==> config.mk <==
export PLATFORM = sky130hd
export DESIGN_NAME = aclk_set_ctrl
export DESIGN_NICKNAME = d
export VERILOG_FILES = /design/src/rtl/aclk_set_pkg.sv /design/src/rtl/aclk_idle_timer.sv /design/src/rtl/aclk_set_ctrl.sv
export SDC_FILE = /design/constraint.sdc
export NUM_CORES = 1
export LEC_CHECK = 0
export ABC_AREA = 0
export ABC_CLOCK_PERIOD_IN_PS = 10100
export CAP_MARGIN = 5
export CORE_ASPECT_RATIO = 0.7
export CORE_MARGIN = 3
export CORE_UTILIZATION = 40
export DETAILED_ROUTE_END_ITERATION = 12
export SETUP_SLACK_MARGIN = 0.4
export SLEW_MARGIN = 25
export SYNTH_ARGS = -nofsm -noshare
export SYNTH_HDL_FRONTEND = slang
export SYNTH_SLANG_ARGS = --single-unit
==> constraint.sdc <==
create_clock -name clk -period 10.1 [get_ports clk]
set_input_delay 2.02 -clock clk [delete_from_list [all_inputs] [get_ports clk]]
set_output_delay 2.02 -clock clk [all_outputs]
set_load 0.02 [all_outputs]
==> src/rtl/aclk_set_pkg.sv <==
// Shared types and digit rules for the alarm-clock set controller.
// Latency: n/a (types and pure functions only).
// Backpressure: n/a.
package aclk_set_pkg;

  typedef enum logic [2:0] {
    IDLE    = 3'd0,
    EDIT_H1 = 3'd1,
    EDIT_H0 = 3'd2,
    EDIT_M1 = 3'd3,
    EDIT_M0 = 3'd4,
    LOAD    = 3'd5
  } state_t;

  typedef enum logic {
    TIME  = 1'b0,
    ALARM = 1'b1
  } target_t;

  typedef struct packed {
    logic [1:0] h1;
    logic [3:0] h0;
    logic [3:0] m1;
    logic [3:0] m0;
  } digits_t;

  localparam logic [3:0] H1_MAX     = 4'd2;
  localparam logic [3:0] H0_MAX     = 4'd9;
  localparam logic [3:0] H0_MAX_20H = 4'd3;
  localparam logic [3:0] M1_MAX     = 4'd5;
  localparam logic [3:0] M0_MAX     = 4'd9;

  localparam logic [1:0] CUR_H1 = 2'd0;
  localparam logic [1:0] CUR_H0 = 2'd1;
  localparam logic [1:0] CUR_M1 = 2'd2;
  localparam logic [1:0] CUR_M0 = 2'd3;

  // Wrapped increment of the digit at 'cursor'; the hour LSB range depends on h1.
  function automatic logic [3:0] next_digit(input logic [1:0] cursor,
                                            input logic [1:0] h1,
                                            input logic [3:0] value);
    logic [3:0] lim;
    case (cursor)
      CUR_H1:  lim = H1_MAX;
      CUR_H0:  lim = (h1 == H1_MAX[1:0]) ? H0_MAX_20H : H0_MAX;
      CUR_M1:  lim = M1_MAX;
      default: lim = M0_MAX;
    endcase
    return (value >= lim) ? 4'd0 : value + 4'd1;
  endfunction

  // Pull every digit of a seed into its legal range (20-23h limits the hour LSB).
  function automatic digits_t clamp_digits(input digits_t d);
    digits_t r;
    r = d;
    if ({2'b00, r.h1} > H1_MAX) r.h1 = H1_MAX[1:0];
    if (r.h1 == H1_MAX[1:0]) begin
      if (r.h0 > H0_MAX_20H) r.h0 = H0_MAX_20H;
    end else if (r.h0 > H0_MAX) begin
      r.h0 = H0_MAX;
    end
    if (r.m1 > M1_MAX) r.m1 = M1_MAX;
    if (r.m0 > M0_MAX) r.m0 = M0_MAX;
    return r;
  endfunction

  function automatic logic is_edit(input state_t s);
    return (s == EDIT_H1) || (s == EDIT_H0) || (s == EDIT_M1) || (s == EDIT_M0);
  endfunction

  // Digit under the cursor for an edit state; 0 outside editing.
  function automatic logic [1:0] cursor_of(input state_t s);
    case (s)
      EDIT_H0: return CUR_H0;
      EDIT_M1: return CUR_M1;
      EDIT_M0: return CUR_M0;
      default: return CUR_H1;
    endcase
  endfunction

endpackage

==> src/rtl/aclk_idle_timer.sv <==
// Idle counter for edit mode: flags expiry after TIMEOUT_CYC-1 un-pressed cycles.
// Latency: expired_o is a decode of the registered count (visible same cycle).
// Backpressure: none; clear_i overrides tick_i, count saturates at expiry.
module aclk_idle_timer #(
  parameter int unsigned TIMEOUT_CYC = 600,
  parameter int unsigned TMR_W       = 10
) (
  input  logic clk,
  input  logic reset,
  input  logic clear_i,
  input  logic tick_i,
  output logic expired_o
);

  localparam logic [TMR_W-1:0] LAST = TMR_W'(TIMEOUT_CYC - 1);

  logic [TMR_W-1:0] cnt_q;

  // Count idle cycles, holding at the terminal value until the owner clears it.
  always_ff @(posedge clk) begin
    if (!reset) begin
      cnt_q <= '0;
    end else if (clear_i) begin
      cnt_q <= '0;
    end else if (tick_i && !expired_o) begin
      cnt_q <= cnt_q + TMR_W'(1);
    end
  end

  assign expired_o = (cnt_q == LAST);

endmodule

==> src/rtl/aclk_set_ctrl.sv <==
// Button-driven BCD time/alarm editor feeding the alarm-clock core load ports.
// Latency: LD strobe registered, high the cycle after the committing press.
// Backpressure: none; one action per cycle, cancel > ok > next > inc.
module aclk_set_ctrl
  import aclk_set_pkg::*;
#(
  parameter int unsigned TIMEOUT_CYC = 600,
  parameter int unsigned TMR_W       = 10
) (
  input  logic       clk,
  input  logic       reset,
  input  logic       btn_set_time,
  input  logic       btn_set_alarm,
  input  logic       btn_inc,
  input  logic       btn_next,
  input  logic       btn_ok,
  input  logic       btn_cancel,
  input  logic [1:0] H_out1,
  input  logic [3:0] H_out0,
  input  logic [3:0] M_out1,
  input  logic [3:0] M_out0,
  output logic [1:0] H_in1,
  output logic [3:0] H_in0,
  output logic [3:0] M_in1,
  output logic [3:0] M_in0,
  output logic       LD_time,
  output logic       LD_alarm,
  output logic       editing,
  output logic [1:0] cursor
);

  state_t     state_q, state_d;
  target_t    target_q, target_d;
  digits_t    dig_q, dig_d;
  digits_t    bak_q, bak_d;
  digits_t    shadow_q, shadow_d;
  logic       ld_time_q, ld_time_d;
  logic       ld_alarm_q, ld_alarm_d;
  logic       editing_q, editing_d;
  logic [1:0] cursor_q, cursor_d;

  digits_t    core_dig;
  logic       any_btn;
  logic       expired;
  logic       timer_clr;
  logic [3:0] cur_val;
  logic [3:0] inc_val;

  assign core_dig  = '{h1: H_out1, h0: H_out0, m1: M_out1, m0: M_out0};
  assign any_btn   = btn_set_time | btn_set_alarm | btn_inc | btn_next | btn_ok | btn_cancel;
  // Any press while editing restarts the idle window; outside editing it is held at 0.
  assign timer_clr = !is_edit(state_q) || any_btn;

  aclk_idle_timer #(
    .TIMEOUT_CYC(TIMEOUT_CYC),
    .TMR_W      (TMR_W)
  ) u_idle_timer (
    .clk      (clk),
    .reset    (reset),
    .clear_i  (timer_clr),
    .tick_i   (1'b1),
    .expired_o(expired)
  );

  // Select the digit under the cursor, zero-extended, for the shared incrementer.
  always_comb begin
    cur_val = 4'd0;
    case (state_q)
      EDIT_H1: cur_val = {2'b00, dig_q.h1};
      EDIT_H0: cur_val = dig_q.h0;
      EDIT_M1: cur_val = dig_q.m1;
      EDIT_M0: cur_val = dig_q.m0;
      default: cur_val = 4'd0;
    endcase
  end

  assign inc_val = next_digit(cursor_of(state_q), dig_q.h1, cur_val);

  // Next-state, digit edits and registered-output precompute.
  always_comb begin
    state_d  = state_q;
    target_d = target_q;
    dig_d    = dig_q;
    bak_d    = bak_q;
    shadow_d = shadow_q;

    case (state_q)
      IDLE: begin
        if (btn_set_time) begin
          bak_d    = dig_q;
          dig_d    = clamp_digits(core_dig);
          target_d = TIME;
          state_d  = EDIT_H1;
        end else if (btn_set_alarm) begin
          bak_d    = dig_q;
          dig_d    = clamp_digits(shadow_q);
          target_d = ALARM;
          state_d  = EDIT_H1;
        end
      end

      EDIT_H1, EDIT_H0, EDIT_M1, EDIT_M0: begin
        // A timeout only aborts on a quiet cycle; any press takes precedence.
        if (btn_cancel || (expired && !any_btn)) begin
          state_d = IDLE;
          dig_d   = bak_q;
        end else if (btn_ok) begin
          state_d = LOAD;
        end else if (btn_next) begin
          case (state_q)
            EDIT_H1: state_d = EDIT_H0;
            EDIT_H0: state_d = EDIT_M1;
            EDIT_M1: state_d = EDIT_M0;
            default: state_d = LOAD;
          endcase
        end else if (btn_inc) begin
          case (state_q)
            EDIT_H1: begin
              dig_d.h1 = inc_val[1:0];
              // Rolling into the 20s must not leave an illegal hour like 24-29.
              if ((inc_val[1:0] == H1_MAX[1:0]) && (dig_q.h0 > H0_MAX_20H)) begin
                dig_d.h0 = H0_MAX_20H;
              end
            end
            EDIT_H0: dig_d.h0 = inc_val;
            EDIT_M1: dig_d.m1 = inc_val;
            default: dig_d.m0 = inc_val;
          endcase
        end
      end

      LOAD: begin
        state_d = IDLE;
        if (target_q == ALARM) shadow_d = dig_q;
      end

      default: state_d = IDLE;
    endcase

    ld_time_d  = (state_d == LOAD) && (target_d == TIME);
    ld_alarm_d = (state_d == LOAD) && (target_d == ALARM);
    editing_d  = is_edit(state_d);
    cursor_d   = is_edit(state_d) ? cursor_of(state_d) : 2'd0;
  end

  // State and output registers; reset aborts any edit without a load strobe.
  always_ff @(posedge clk) begin
    if (!reset) begin
      state_q    <= IDLE;
      target_q   <= TIME;
      dig_q      <= '0;
      bak_q      <= '0;
      shadow_q   <= '0;
      ld_time_q  <= 1'b0;
      ld_alarm_q <= 1'b0;
      editing_q  <= 1'b0;
      cursor_q   <= 2'd0;
    end else begin
      state_q    <= state_d;
      target_q   <= target_d;
      dig_q      <= dig_d;
      bak_q      <= bak_d;
      shadow_q   <= shadow_d;
      ld_time_q  <= ld_time_d;
      ld_alarm_q <= ld_alarm_d;
      editing_q  <= editing_d;
      cursor_q   <= cursor_d;
    end
  end

  assign H_in1    = dig_q.h1;
  assign H_in0    = dig_q.h0;
  assign M_in1    = dig_q.m1;
  assign M_in0    = dig_q.m0;
  assign LD_time  = ld_time_q;
  assign LD_alarm = ld_alarm_q;
  assign editing  = editing_q;
  assign cursor   = cursor_q;

endmodule

=== Word-level counts from Yosys, hierarchy flattened ===
Index checks and enable logic that the tools add are counted.

* Flip-flop bits (word level): 61
* Input port bits: 22
* Logic and storage cells: 141

* Add/subtract/negate cells: 2
* Magnitude comparators: 12
* Equality and inequality tests: 26
* Multiplexer cells: 47
* Bitwise operators: 7
* Reductions and logical operators: 28

{| class="wikitable"
|+ Operators by type and width
! operator !! count
|-
| 14-bit 2-to-1 mux || 8
|-
| 4-bit 2-to-1 mux || 15
|-
| 14-bit one-hot mux with 2 select lines || 1
|-
| 3-bit inequality test (second input constant) || 7
|-
| 6-bit AND reduction || 3
|-
| 4-bit > comparator (second input constant) || 4
|-
| 2-bit 2-to-1 mux || 8
|-
| 4-bit one-hot mux with 4 select lines || 1
|-
| 3-bit 2-to-1 mux || 5
|-
| 3-bit by 2-bit == test with 1-bit output (second input constant) || 4
|-
| 3-bit == test (second input constant) || 4
|-
| 4-bit by 2-bit > comparator with 1-bit output (second input constant) || 3
|-
| 2-bit one-hot mux with 3 select lines || 2
|-
| 4-bit one-hot mux with 3 select lines || 1
|-
| 10-bit by 1-bit adder with 10-bit output (second input constant) || 1
|-
| 10-bit == test (second input constant) || 1
|-
| 2-bit == test (second input constant) || 5
|-
| 3-bit one-hot mux with 3 select lines || 1
|-
| 4-bit by 3-bit > comparator with 1-bit output (second input constant) || 2
|-
| 1-bit logical OR || 8
|-
| 4-bit inequality test (second input constant) || 2
|-
| 4-bit one-hot mux with 2 select lines || 1
|-
| 7-bit AND reduction || 1
|-
| 3-bit by 1-bit == test with 1-bit output (second input constant) || 2
|-
| other kinds (17) || 32
|}

=== Logic depth before layout (Yosys ltp) ===
Gate-level depths: netlist (run 1).

* Depth in word-level cells: 15
* Mapped depth: 13
* Depth with buffers taken out: 11

=== Hierarchy ===
From an unflattened synthesis (run 1), not the netlist that was laid out.

* Cell total of the unflattened synthesis: 431
* Area total of the unflattened synthesis: 3,319.4 sq um

{| class="wikitable"
|+ By module, submodules not included
! module !! times used !! cells an instance !! area each (sq um) !! seq. area each (sq um)
|-
| aclk_set_ctrl || 1 || 370 || 2,795.2 || 1,021.0
|-
| aclk_idle_timer || 1 || 61 || 524.3 || 200.2
|}

=== Worst setup path after synthesis (run 1) ===
No wires, ideal clock.

* Kind: input port to flip-flop
* Start point: input btn_ok
* End point: register dig_q (netlist bit M_in0[0])
* Setup time: 0.070 ns
* Data arrival time: 3.780 ns
* Required time: 10.030 ns
* Path slack: 6.250 ns
* Stages on the path: 7
* Path through: or4_4 > nor4_4 > or2_1 > buf_6 > o21bai_4 > or3_1 > a21oi_1

* Cells in the longest elaborated chain, start to end: 7
* Elaborated cells on any way between the ends: 12
* Classes of those cells: eq/ne: 4; mux: 2; bitwise: 2; reduce/logical: 4

{| class="wikitable"
|+ Ends and longest elaborated chain
! element !! RTL line !! source
|-
| start, declared || aclk_set_ctrl.sv:16 || <nowiki>input logic btn_ok,</nowiki>
|-
| 1-bit OR (2 in a row) || aclk_set_ctrl.sv:50 || <nowiki>assign any_btn = btn_set_time | btn_set_alarm | btn_inc | btn_next | btn_ok | btn_cancel;</nowiki>
|-
| 1-bit zero test || aclk_set_ctrl.sv:104 || <nowiki>if (btn_cancel || (expired && !any_btn)) begin</nowiki>
|-
| 1-bit logical AND || aclk_set_ctrl.sv:104 ||
|-
| 1-bit logical OR || aclk_set_ctrl.sv:104 ||
|-
| 3-bit inequality test (no source line) / 14-bit 2-to-1 mux (equally long branches) || - ||
|-
| 6-bit AND reduction (no source line) / 14-bit one-hot mux with 2 select lines (equally long branches) || - ||
|-
| end signal, assigned || aclk_set_ctrl.sv:161 || <nowiki>dig_q <= dig_d;</nowiki>
|-
| end, declared || aclk_set_ctrl.sv:34 || <nowiki>digits_t dig_q, dig_d;</nowiki>
|}

Several ways; a longest one is shown, not always the timed one.
A chain may end at the register's enable or synchronous reset.

=== Worst setup path after layout (run 1) ===
* Start point: input btn_next
* End point: register dig_q (netlist bit M_in0[0])

* Cells in the longest elaborated chain, start to end: 8
* Elaborated cells on any way between the ends: 13
* Classes of those cells: eq/ne: 4; mux: 2; bitwise: 3; reduce/logical: 4

{| class="wikitable"
|+ Ends and longest elaborated chain
! element !! RTL line !! source
|-
| start, declared || aclk_set_ctrl.sv:15 || <nowiki>input logic btn_next,</nowiki>
|-
| 1-bit OR (3 in a row) || aclk_set_ctrl.sv:50 ||
|-
| 1-bit zero test || aclk_set_ctrl.sv:104 ||
|-
| 1-bit logical AND || aclk_set_ctrl.sv:104 ||
|-
| 1-bit logical OR || aclk_set_ctrl.sv:104 ||
|-
| 3-bit inequality test (no source line) / 14-bit 2-to-1 mux (equally long branches) || - ||
|-
| 6-bit AND reduction (no source line) / 14-bit one-hot mux with 2 select lines (equally long branches) || - ||
|}

Several ways; a longest one is shown, not always the timed one.

==> results by group, run 1 <==
Die
  – Rows: 27
  – Core footprint: ~8000 um^2
  – Die Height: 82.7 um
  – Initial core utilization: 42.0%
  – Die Area: 9570 um^2
  – Die Wd: approximately 120 um
  – Number of I/O pins: 41

Route
  – Drt first pass iters: 4
  – Drt wl/cell: around 17 um
  – DRC viols: 0
  – Via count: roughly 3200
  – Drt total wl: 9750 um
  – Vias per cell: about 5.7
  – Final ANT Viol Nets: 0
  – Initial drt markers: ~220

Worst setup path
  – Critical path class: in2reg
  – Slowest-stage cell, CP: or4_4
  – Arrival @ worst endpoint: about 4.8 ns
  – WP data required: 10.36 ns
  – Crit-path max FO: 16
  – Worst R2R Setup Slack: approximately 6 ns
  – Worst setup SP type: input port
  – Reg2reg path depth: 11
  – Worst R2R Start: state_q[2]
  – CP Cell Sequence: clkdlybuf4s50_1 > or4_4 > nor4_4 > or2_1 > o21bai_4 > or3_1 > a21oi_1
  – CP endpoint kind: flop
  – RR Endpoint: H_in0[2]
  – Max stage delay on crit path: 0.59 ns

Synth
  – Simple-gate share of the synthesized area: 28.2%
  – Synthesized area per cell: 7.85 um^2
  – Adder-cell share of the synthesized area: 2.23%
  – EDFF count, synth: 0
  – Largest family of logic cells by synthesized area: simple AND/OR/NAND/NOR gates
  – Commonest cells in the netlist: 73 x nand2_1, 61 x dfxtp_1, 45 x a21oi_1
  – Synth area leaders: dfxtp_1 36%, nand2_1 8.1%, a21oi_1 6.7%
  – Synth Warn #: 0
  – Synth Instances: roughly 430
  – Post-synthesis mux area share: under 10%
  – Synthesis-stage register bit count: 61
  – Share of the synthesized area in the top cell type: between 30 and 40%
  – Yosys cell types: 64
  – Xor-xnor portion of the synthesized cell area: 2.60%
  – Count leader, synth: nand2_1
  – Seq/Total Area, Yosys: 36.3%
  – Syn Std Cell Area: 3370 um^2
  – Asr flop ratio synth: 0%
  – Compound-cell area share of the yosys netlist: between 20% and 30%
  – Synthesized Nets: about 460
  – Leading area contributor after synthesis: dfxtp_1
  – Synth Flop Type: dfxtp_1

Hold path
  – Hold depth: 2
  – Worst Hold End: bak_q[8]
  – HP Start: bak_q[8]
  – Worst Hold Class: reg2reg

Layout
  – Layout cells sized above 1: 7.13%
  – Fin nets: slightly below 500
  – FILL cells: around 800
  – # diodes: 0
  – FF+latch area: ~1200 um^2
  – Multi-input logic area: roughly 2000 um^2
  – Area added between synthesis and finish: 22.5%

Global routing
  – Overflow after GRT: 0
  – Total GRT Usage: 21.4%
  – Initial antenna violation count: 0
  – Largest net degree at the start of global routing: 38
  – First-pass GRT wire length: approximately 16000 um
  – Vias in the first global route: 2924

STA
  – Relative slew margins: 37.0%
  – Final period util: 45.0%
  – RSZ-0062 raised after global routing: false
  – Fin crit period: 4.54 ns
  – Final worst slack: 5.56 ns
  – Clk_skew: between 0.004 and 0.005 ns
  – Final slew viol count: 0
  – Final setup vio count: 0
  – Setup TNS: 0 ns
  – Fin. Hold Viols: 0
  – Slew at the pin closest to its max-slew limit: 0.946 ns
  – Max Clock Freq: 220 MHz

Power
  – Pleak: 1.47 nW
  – Switching power: about 0.0002 W
  – Sequential cell fraction of total power: about 37%
  – PwrDens: 179 nW/um^2
  – Clk network pwr share: between 40% and 50%
  – Peak VDD IR: 113 uV
  – Switching Share: 27.1%
  – Logic pwr share: 17.4%
  – Int Pwr: between 0.0005 and 0.0006 W

Place
  – GPL Wtd Cong: about 0.9
  – Place WS: 4.68 ns
  – DP HPWL: about 6700 um
  – Port bufs: 40

Run status
  – Outcome: finished, final reports clean

Clock network
  – H-tree Lvls: 3
  – Postcts setup bufs: 0
  – CTS root buf: clkbuf_16
  – Clk sinks: 61
  – CTS buffer count: 9
  – CTS max path bufs: 2
  – Post-CTS sizing: 0
  – TritonCTS clock tree: yes
  – Clk pin slew, worst setup/hold paths: 0.05 ns
  – Hold buffers post-CTS: 0
  – Clock latency on the worst-skew pair: roughly 0.34 ns

Run
  – Max-Cap Viols: 0
==> critical path: cells and delay by family <==
kind / cells / cell delay, ns
simple gates: 4 / 1.96
compound gates: 2 / 0.33
buf+inv: 1 / 0.49
==> logic make-up (layout without fill, tap and decap cells) <==
logic type / Yosys count / in the layout
simple gates: 185 / 185
compound gates: 124 / 124
flops: 61 / 61
buf+inv: 39 / 73
xor+xnor: 10 / 10
fa+ha+maj: 6 / 6
mux: 4 / 4
==> area by class of cell <==
cell class,count,area share [%]
clock inverter,4,1.70
clock buffer,12,6.22
sequential,61,29.6
timing repair buffer,44,10.3
multi-input combinational,329,47.9
tap,101,3.06
inverter,13,1.18
==> state kept, by name (all words and copies together) (netlist names) <==
register,flops
bak_q,14
shadow_q,14
u_idle_timer.cnt_q,10
H_in0,4
M_in0,4
M_in1,4
state_q,3
H_in1,2
cursor,2
LD_alarm,1
LD_time,1
editing,1
target_q,1
==> power groups by stage <==
stage	clock, W	sequential [W]	combinational, W
global placement	0	0.000278	0.000126
global route	0.000353	0.000275	0.000140
finish	0.000336	0.000273	0.000128
detailed placement	0	0.000278	0.000128
floorplan	0	0.000279	0.0000742
CTS	0.000342	0.000273	0.000128
==> how the worst max path moves through the flow <==
stage            startpoint       end  slack, ns  depth (start not counted)
6_report           btn_next  M_in0[0]       5.56                          7
5_1_grt          btn_cancel  M_in0[0]       5.33                          7
4_1_cts        btn_set_time  M_in0[0]       5.05                          7
3_5_place_dp   btn_set_time  M_in0[0]       4.68                          7
3_3_place_gp   btn_set_time  M_in0[0]       4.77                          7
2_1_floorplan        btn_ok  M_in0[0]       6.25                          7
==> routing by layer <==
layer  vias to the layer above  part of all wire [%]  GRT usage, %
met5                         -                     0             0
met4                         0                   1.4          7.42
met3                        10                   6.4          6.48
met2                        85                    41          31.4
met1                      1529                    51          29.8
li1                       1599                     -             -
==> layout by cell type (no fill, tap or decap), drive strengths merged, types with 8 or more instances in the layout <==
master	Yosys	final
nand2	73	73
inv	13	13
xor2	8	8
clkdlybuf4s50	0	39
a211oi	8	8
dfxtp	61	61
nand3	8	8
clkbuf	17	12
nor3	13	13
o21ai	18	18
nand2b	9	9
nor2	32	32
a21oi	45	45
==> through the flow <==
step | total power (W) | instances | instance area [um^2] | utilization, % | hold WS [ns]
floorplan | 0.000353 | 429 | 3370 | - | 0.432
global placement | 0.000404 | 548 | 3800 | 47.5 | 0.443
detailed placement | 0.000406 | 548 | 3800 | 47.5 | 0.450
CTS | 0.000743 | 564 | 4130 | 51.6 | 0.456
global route | 0.000768 | 564 | 4120 | 51.5 | 0.475
finish | 0.000738 | 564 | 4120 | 51.5 | 0.455
Note: power is estimated with default switching activity, not from simulation.
==> run 2, diff against run 1 <==
--- a/config.mk
+++ b/config.mk
@@ -6,7 +6,7 @@
 export NUM_CORES = 1
 export LEC_CHECK = 0
 export ABC_AREA = 0
-export ABC_CLOCK_PERIOD_IN_PS = 10100
+export ABC_CLOCK_PERIOD_IN_PS = 3900
 export CAP_MARGIN = 5
 export CORE_ASPECT_RATIO = 0.7
 export CORE_MARGIN = 3
==> constraint.sdc (replaced) <==
create_clock -name clk -period 3.9 [get_ports clk]
set_input_delay 0.78 -clock clk [delete_from_list [all_inputs] [get_ports clk]]
set_output_delay 0.78 -clock clk [all_outputs]
set_load 0.02 [all_outputs]
==> run 2 against run 1 <==
  * Global-route usage rose by 0.72 points
  * Clock-buffer cell count rose by 1
  * Register-to-register slack got worse by 5.4 ns
  * Cell count rose by 2.5%
  * Clock power rose to 2.9 times the previous value
  * Non-clock buffer count rose by 14
  * Cell area rose by 4.0%
  * Critical path depth rose by 4
  * Wire length rose by 3.4%
  * Largest power group unchanged
==> results by group, run 2 (synthesized netlist as in run 1, its figures left out) <==
Layout
  – Layout cells sized above 1: 10.9%
  – Fin nets: 500
  – # diodes: 0
  – Fin util: 53.6%
  – Leading cell types in the layout, fill and taps excluded: 73 x nand2_1, 58 x dfxtp_1, 45 x a21oi_1
  – Final Instance Area: 4290 um^2
  – Area added between synthesis and finish: 27.4%
  – Most common cell after layout, fill and taps aside: nand2_1
  – Largest regs: bak_q: 14 flops, shadow_q: 14 flops, u_idle_timer.cnt_q: 10 flops

Route
  – Initial drt markers: roughly 300
  – Drt wl/cell: 17.4 um
  – Drt total wl: 10100 um
  – Via count: 3270
  – Final ANT Viol Nets: 0
  – Drt first pass iters: 5
  – DRC viols: 0
  – Vias per cell: approximately 5.7

Clock network
  – Postcts setup bufs: 0
  – Clock latency on the worst-skew pair: 0.33 ns
  – H-tree Lvls: 3
  – CTS root buf: clkbuf_16
  – CTS max path bufs: 2
  – CTS buffer count: 9
  – Clk sinks: just over 60
  – Clk pin slew, worst setup/hold paths: ~0.060 ns
  – TritonCTS clock tree: yes

STA
  – Final setup vio count: 0
  – Final slew viol count: 0
  – Clk_skew: around 0.0085 ns
  – Hold_ws: ~0.45 ns
  – Fin crit period: 3.35 ns
  – Max Clock Freq: between 200 and 300 MHz
  – Relative slew margins: 37.6%
  – Final period util: 85.9%
  – RSZ-0062 raised after global routing: false
  – Fin. Hold Viols: 0
  – Slew at the pin closest to its max-slew limit: 0.936 ns
  – Setup TNS: 0 ns

Power
  – Pwr Total: 0.00202 W
  – Peak VDD IR: between 200 and 300 uV
  – Switching Share: 26.1%
  – Clk network pwr share: 47.4%
  – Int Pwr: ~0.0015 W
  – Sequential cell fraction of total power: between 30 and 40%
  – Pleak: 1.56 nW
  – PwrDens: 471 nW/um^2
  – Switching power: 0.000528 W
  – Logic pwr share: around 18%

Die
  – Die Area: 9570 um^2
  – Number of I/O pins: 41
  – Initial core utilization: 42.0%
  – Core footprint: 8010 um^2
  – Die Wd: 116 um
  – Die Height: 82.7 um
  – Rows: 27

Global routing
  – Initial antenna violation count: 0
  – Overflow after GRT: 0
  – Total GRT Usage: about 22%
  – First-pass GRT wire length: 16100 um
  – Vias in the first global route: 3019
  – Largest net degree at the start of global routing: 38

Worst setup path
  – Crit-path leading delay family: compound AO/OA/AOI/OAI gates
  – Worst R2R Setup Slack: 0.55 ns
  – Critical path class: reg2reg
  – CP endpoint kind: flop
  – WP data required: 4.15 ns
  – Slowest-stage cell, CP: a2111o_1
  – Arrival @ worst endpoint: 3.60 ns
  – Crit-path max FO: 11
  – Worst setup SP type: flop
  – Crit path buf inv count: 1
  – CP Cell Sequence: and3b_1 > a22oi_2 > nand2_1 > inv_2 > ha_1 > nand2b_1 > a2111o_1 > a211o_1 > o311a_1 > or4_1 > a21oi_1
  – Max stage delay on crit path: 0.46 ns

Place
  – Port bufs: 40
  – Dpl cell area: 3910 um^2
  – DP HPWL: 7190 um
  – GPL Wtd Cong: 0.918

Run
  – Max-Cap Viols: 0

Run status
  – Outcome: finished, final reports clean

Hold path
  – Worst Hold Class: reg2reg
[run 2: changes by cell type in the layout (fill, tap and decap cells not counted), moves of 2 or more]
cell,delta
clkinv_2,-2
dfxtp_1,-3
buf_4,+14
dfxtp_4,+2
[run 2: routing by layer]
metal	GRT usage (%)	part of all wire [%]
met1	31.7	51
met2	32.8	42
met3	5.97	6.2
met4	5.91	0.74
met5	0	0
[run 2: tightest hold or removal path, stage by stage, from the launching register on]
cell and delay [ns]:
dfxtp_1 0.30, nand2_1 0.05, a21oi_1 0.05
[run 2: cell type report]
cell class / count / area [um^2]
fill: 788 / 3720
multi-input combinational: 329 / 1990
sequential: 61 / 1230
timing repair buffer: 58 / 536
clock buffer: 13 / 270
tap: 101 / 126
clock inverter: 3 / 90.1
inverter: 13 / 48.8
[run 2: per-stage QoR]
| stage | setup WS (ns) | std cells |
|---|---|---|
| 2_1_floorplan | 0.618 | 429 |
| 3_3_place_gp | 0.495 | 562 |
| 3_5_place_dp | 0.343 | 562 |
| 4_1_cts | 0.423 | 578 |
| 5_1_grt | 0.424 | 578 |
| 6_report | 0.551 | 578 |
[run 2: repair_timing]
| item | CTS | global route |
|---|---|---|
| hold buffers | 0 | 0 |
| resized for setup | 2 | 7 |
| endpoints found under the setup margin | 1 | 5 |
[run 2: final timing paths]
check,startpoint,endpoint,depth (start not counted)
max,state_q[2],H_in0[2],11
min,bak_q[8],bak_q[8],2
max reg2reg,state_q[2],H_in0[2],11
min reg2reg,bak_q[8],bak_q[8],2
[run 2: power groups by stage]
stage	clock [W]	sequential [W]	combinational (W)
2_1_floorplan	0	0.000721	0.000192
3_3_place_gp	0	0.000711	0.000356
3_5_place_dp	0	0.000711	0.000358
4_1_cts	0.000974	0.000699	0.000359
5_1_grt	0.00101	0.000703	0.000395
6_report	0.000958	0.000699	0.000362
